[src/rtl/serial_rx_package.sv]
// Serial frame receiver that packs accepted words into packages and queues them in a FWFT FIFO.
// The empty flag is named "empty" because "void" is a reserved SystemVerilog keyword.
module serial_rx_package #(
  parameter int AddressWidth      = 2,
  parameter int WordWidth         = 8,
  parameter int SerialTimerWidth  = 3,
  parameter int QueueAddressWidth = 2
) (
  input  logic                                    clk,
  input  logic                                    rst,
  input  logic                                    rx,
  input  logic                                    pull,
  output logic [(2**AddressWidth)*WordWidth-1:0]  Q,
  output logic                                    empty,
  output logic                                    full
);

  localparam int Words       = 2**AddressWidth;
  localparam int PkgWidth    = Words * WordWidth;
  localparam int Depth       = 2**QueueAddressWidth;
  localparam int CountWidth  = QueueAddressWidth + 1;
  localparam int BitCntWidth = $clog2(WordWidth) + 1;

  localparam logic [SerialTimerWidth-1:0] HalfLast  = SerialTimerWidth'((2**SerialTimerWidth) / 2 - 1);
  localparam logic [SerialTimerWidth-1:0] TimerLast = '1;
  localparam logic [AddressWidth-1:0]     LastIndex = '1;

  typedef enum logic [1:0] {IDLE, START, DATA, STOP} state_t;

  state_t                      state, state_n;
  logic [1:0]                  sync;
  logic                        rxs;
  logic [SerialTimerWidth-1:0] timer, timer_n;
  logic [BitCntWidth-1:0]      bitcnt, bitcnt_n;
  logic [WordWidth-1:0]        shreg, shreg_n;
  logic [AddressWidth-1:0]     index, index_n;
  logic [PkgWidth-1:0]         pkg, pkg_n, pkg_word;
  logic                        push;

  logic [PkgWidth-1:0]          mem [Depth];
  logic [QueueAddressWidth-1:0] wr_ptr, rd_ptr;
  logic [CountWidth-1:0]        count;
  logic                         do_push, do_pop;

  // rx is asynchronous to clk, so only the second flop output is ever used
  always_ff @(posedge clk or negedge rst) begin
    if (!rst) sync <= 2'b11;
    else      sync <= {sync[0], rx};
  end

  assign rxs = sync[1];

  always_ff @(posedge clk or negedge rst) begin
    if (!rst) begin
      state  <= IDLE;
      timer  <= '0;
      bitcnt <= '0;
      shreg  <= '0;
      index  <= '0;
      pkg    <= '0;
    end else begin
      state  <= state_n;
      timer  <= timer_n;
      bitcnt <= bitcnt_n;
      shreg  <= shreg_n;
      index  <= index_n;
      pkg    <= pkg_n;
    end
  end

  // pkg_word is the package with the just-received word merged in, so a completed
  // package can be pushed on the same edge its last word is accepted
  always_comb begin
    state_n  = state;
    timer_n  = timer + 1'b1;
    bitcnt_n = bitcnt;
    shreg_n  = shreg;
    index_n  = index;
    pkg_n    = pkg;
    push     = 1'b0;
    pkg_word = pkg;
    pkg_word[index*WordWidth +: WordWidth] = shreg;
    case (state)
      IDLE: begin
        timer_n = '0;
        if (!rxs) state_n = START;
      end
      START: begin
        if (timer == HalfLast) begin
          timer_n  = '0;
          bitcnt_n = '0;
          state_n  = rxs ? IDLE : DATA;
        end
      end
      DATA: begin
        if (timer == TimerLast) begin
          timer_n  = '0;
          shreg_n  = {rxs, shreg[WordWidth-1:1]};
          bitcnt_n = bitcnt + 1'b1;
          if (bitcnt == BitCntWidth'(WordWidth - 1)) state_n = STOP;
        end
      end
      STOP: begin
        if (timer == TimerLast) begin
          timer_n = '0;
          state_n = IDLE;
          if (rxs) begin
            pkg_n   = pkg_word;
            index_n = index + 1'b1;
            push    = (index == LastIndex);
          end else begin
            index_n = '0;
          end
        end
      end
      default: state_n = IDLE;
    endcase
  end

  // A pop on the same edge frees a slot, so a push into a full queue still lands
  assign do_pop  = pull && !empty;
  assign do_push = push && (!full || do_pop);

  always_ff @(posedge clk or negedge rst) begin
    if (!rst) begin
      wr_ptr <= '0;
      rd_ptr <= '0;
      count  <= '0;
    end else begin
      if (do_push) wr_ptr <= wr_ptr + 1'b1;
      if (do_pop)  rd_ptr <= rd_ptr + 1'b1;
      case ({do_push, do_pop})
        2'b10:   count <= count + 1'b1;
        2'b01:   count <= count - 1'b1;
        default: count <= count;
      endcase
    end
  end

  always_ff @(posedge clk) begin
    if (do_push) mem[wr_ptr] <= pkg_word;
  end

  assign empty = (count == '0);
  assign full  = (count == CountWidth'(Depth));
  assign Q     = empty ? '0 : mem[rd_ptr];

endmodule

[config.mk]
export PLATFORM = sky130hd
export DESIGN_NAME = serial_rx_package
export DESIGN_NICKNAME = d
export VERILOG_FILES = /design/src/rtl/serial_rx_package.sv
export SDC_FILE = /design/constraint.sdc
export NUM_CORES = 1
export LEC_CHECK = 0
export BUFFER_PORTS_ARGS = -buffer_cell sky130_fd_sc_hd__buf_2
export CAP_MARGIN = 20
export CORE_MARGIN = 4
export CORE_UTILIZATION = 55
export DETAILED_ROUTE_END_ITERATION = 6
export PLACE_DENSITY = 0.74
export SLEW_MARGIN = 0
export SYNTH_ARGS = -nofsm -noshare
export SYNTH_HDL_FRONTEND = slang
export SYNTH_SLANG_ARGS = --single-unit
[constraint.sdc]
create_clock -name clk -period 5.1 [get_ports clk]
set_clock_uncertainty 0.15 [all_clocks]
set_input_delay 1.02 -clock clk [delete_from_list [all_inputs] [get_ports clk]]
set_output_delay 1.02 -clock clk [all_outputs]
set_load 0.02 [all_outputs]
==> flow_summary.json <==
{
  "vdd_drop_max_mv": 0.236,
  "dp_slack_ns": 1.69,
  "hold_buffers": 0,
  "worstSetupPathType": "reg -> out",
  "clk_path_buf_depth": 2,
  "muxShareOfSynthArea": 0.0940,
  "netlist.area_leader.share": 0.480,
  "status": "complete, no violations",
  "synth_fa_ha_area_frac": 0.0244,
  "syn-num-nets": 569,
  "maxCapViolCount": 0,
  "first_pass_iters": 5,
  "multi_input_area_um2": 2350,
  "grt_overflow_total": 0,
  "setup_viol": 0,
  "worstHoldStart": "sync[0]",
  "setup_slack_ns": 1.29,
  "num_io_pins": 38,
  "portBuffers": 37,
  "start_util": 0.568,
  "synth_area_leaders": "edfxtp_1 48%, dfrtp_1 18%, mux4_2 9.0%",
  "synthSimpleGateAreaFrac": 0.0915,
  "layout.nets": 598,
  "critPathCaptureType": "primary output",
  "diodes": 0,
  "yosysTopAreaCell": "edfxtp_1",
  "die_h_um": 129,
  "ys_ff_latch": 188,
  "grt_max_degree": 61,
  "h-tree-depth": 4,
  "grt_antenna_before_repair": 0,
  "synth_flop_cell": "edfxtp_1",
  "syn_avg_cell_area_um2": 14.6,
  "row_count": 43,
  "drt_iter0_drc": 364,
  "whs_ns": 0.210,
  "fillCellCount": 1000,
  "grt_usage": 0.198,
  "synth_edf_count": 128,
  "slew_headroom": 0.336,
  "synthMostInstantiatedCell": "edfxtp_1",
  "wl_per_cell_um": 19.4,
  "vias_per_cell": 5.84,
  "synth_compound_area_frac": 0.0762,
  "drc": 0,
  "fin_crit_sh": 0.747,
  "synthTopCellsByCount": "128 x edfxtp_1, 70 x nand2_1, 58 x dfrtp_1, 42 x inv_1, 37 x o21ai_0",
  "rsz0062_at_grt": "no",
  "tightest_slew_ns": 0.990,
  "yosysWarnings": 0,
  "synth_cell_types": 45,
  "grt_pass1_vias": 4635,
  "drive_gt1_frac": 0.198,
  "regToRegStartpoint": "count[0]",
  "die_w_um": 129,
  "postCtsSetupBuffers": 0,
  "synth_area_um2": 8010,
  "critPathLaunchType": "flop",
  "hp-class": "reg -> reg",
  "period_minus_slack_ns": 3.81,
  "crit_path_max_fanout": 25,
  "hold_viol_final": 0,
  "synth_cells": 550,
  "vias": 4512,
  "ant_nets": 0,
  "cts_buffers": 17,
  "cts.sinks": 188,
  "grt_pass1_wl_um": 24800,
  "synth_top_family_by_area": "multiplexers",
  "tritoncts": "yes",
  "postCtsResizedCells": 0,
  "path_clk_slew_ns": 0.06,
  "core_area_um2": 14100,
  "syn2layout_area_growth_pct": 11.4,
  "max_freq_ghz": 0.262,
  "dieArea_um2": 16600,
  "routed_wl_um": 15000,
  "root_buffer": "clkbuf_16",
  "final-seq-area_um2": 5350,
  "final_area_um2": 8920,
  "fin_setup_tns_ns": 0,
  "cp_data_arrival_time_ns": 2.64,
  "leakage_nw": 3.16,
  "hpwl_um": 9000,
  "power.density_nw_per_um2": 482,
  "clk_latency_ns": 0.42,
  "dp_cells": 740,
  "synthArstFlopShare": 0.319,
  "post_dp_cell_area_um2": 8330,
  "ys_seq_area_frac": 0.668,
  "gp_congestion": 0.813,
  "slew_violations": 0,
  "crit_start": "rd_ptr[0]",
  "synth-xor-area-share": 0.00656,
  "required_ns": 3.93,
  "finalNonFillerCells": 772
}
[area by class of cell]
cell class	count	area share
Clock buffer	23	0.0536
Clock inverter	9	0.0132
Inverter	43	0.0184
Multi-Input combinational cell	285	0.263
Sequential cell	188	0.600
Tap cell	180	0.0252
Timing Repair Buffer	44	0.0266
[sequential cells by signal, indices dropped and copies added (netlist names), 2 cells and up, named ones only]
signal	cells
pkg	32
count	3
index	2
shreg	8
rd_ptr	2
wr_ptr	2
sync	2
mem	128
bitcnt	4
timer	3
[report_power, final]
| group | total (mW) | internal (mW) | switching [mW] |
|---|---|---|---|
| Sequential | 1.88 | 1.67 | 0.204 |
| Combinational | 1.11 | 0.456 | 0.651 |
| Clock | 1.32 | 0.804 | 0.516 |
[cells by family (layout without fill, tap and decap cells)]
kind of cell / after synthesis / count (layout)
adders and majority gates: 15 / 15
DFF: 188 / 188
and+or+nand+nor: 140 / 140
xor gates and xnor gates: 6 / 6
muxes: 35 / 35
buffers and inverters: 77 / 119
AOI/OAI and AO/OA: 89 / 89
[per-layer routing]
layer / wire length [µm] / share of wire / GRT usage / vias to the layer above
li1: - / - / - / 2052
met1: 6160 / 0.41 / 0.256 / 2290
met2: 7560 / 0.51 / 0.324 / 139
met3: 725 / 0.048 / 0.0386 / 31
met4: 511 / 0.034 / 0.0964 / 0
met5: 0 / 0 / 0 / -
[metrics by stage]
step	util	power, mW
3_3_place_gp	0.591	3.01
3_5_place_dp	0.591	3.04
4_1_cts	0.633	4.35
2_1_floorplan	-	2.69
5_1_grt	0.633	4.52
6_report	0.633	4.30
[final timing paths]
path,endpoint,slack [ns],cells after the start
max,Q[19],1.29,4
min,sync[1],0.21,0
max reg2reg,count[2],1.98,8
min reg2reg,sync[1],0.21,0
max in group asynchronous,rd_ptr[1],3.67,2
min in group asynchronous,pkg[18],0.59,2
[cells in the final DEF, fill, tap and decap left out, types with 2 or more instances in the layout]
cell,instances
edfxtp_1,128
nand2_1,70
dfrtp_1,56
inv_1,42
o21ai_0,37
buf_2,37
nor2b_1,33
mux4_2,32
a22o_1,32
clkbuf_16,17
ha_1,14
nor2_1,9
and2_1,8
buf_4,7
a21oi_1,6
xnor2_1,4
clkinv_2,4
nor3_1,3
nand3_1,3
o221ai_1,3
o22ai_1,3
bufinv_16,3
clkbuf_8,3
clkbuf_1,3
nand2b_1,2
o21a_1,2
nand4_1,2
mux2_2,2
xor2_1,2
nor4_4,2
clkinv_1,2
dfrtp_2,2
dfstp_2,2
[critical path: stages (launching register included)]
cell     delay, ns
dfrtp_2       0.95
buf_4         0.38
mux4_2        0.54
nor2b_1       0.14
buf_2         0.20
Note: power is estimated with default switching activity, not from simulation.
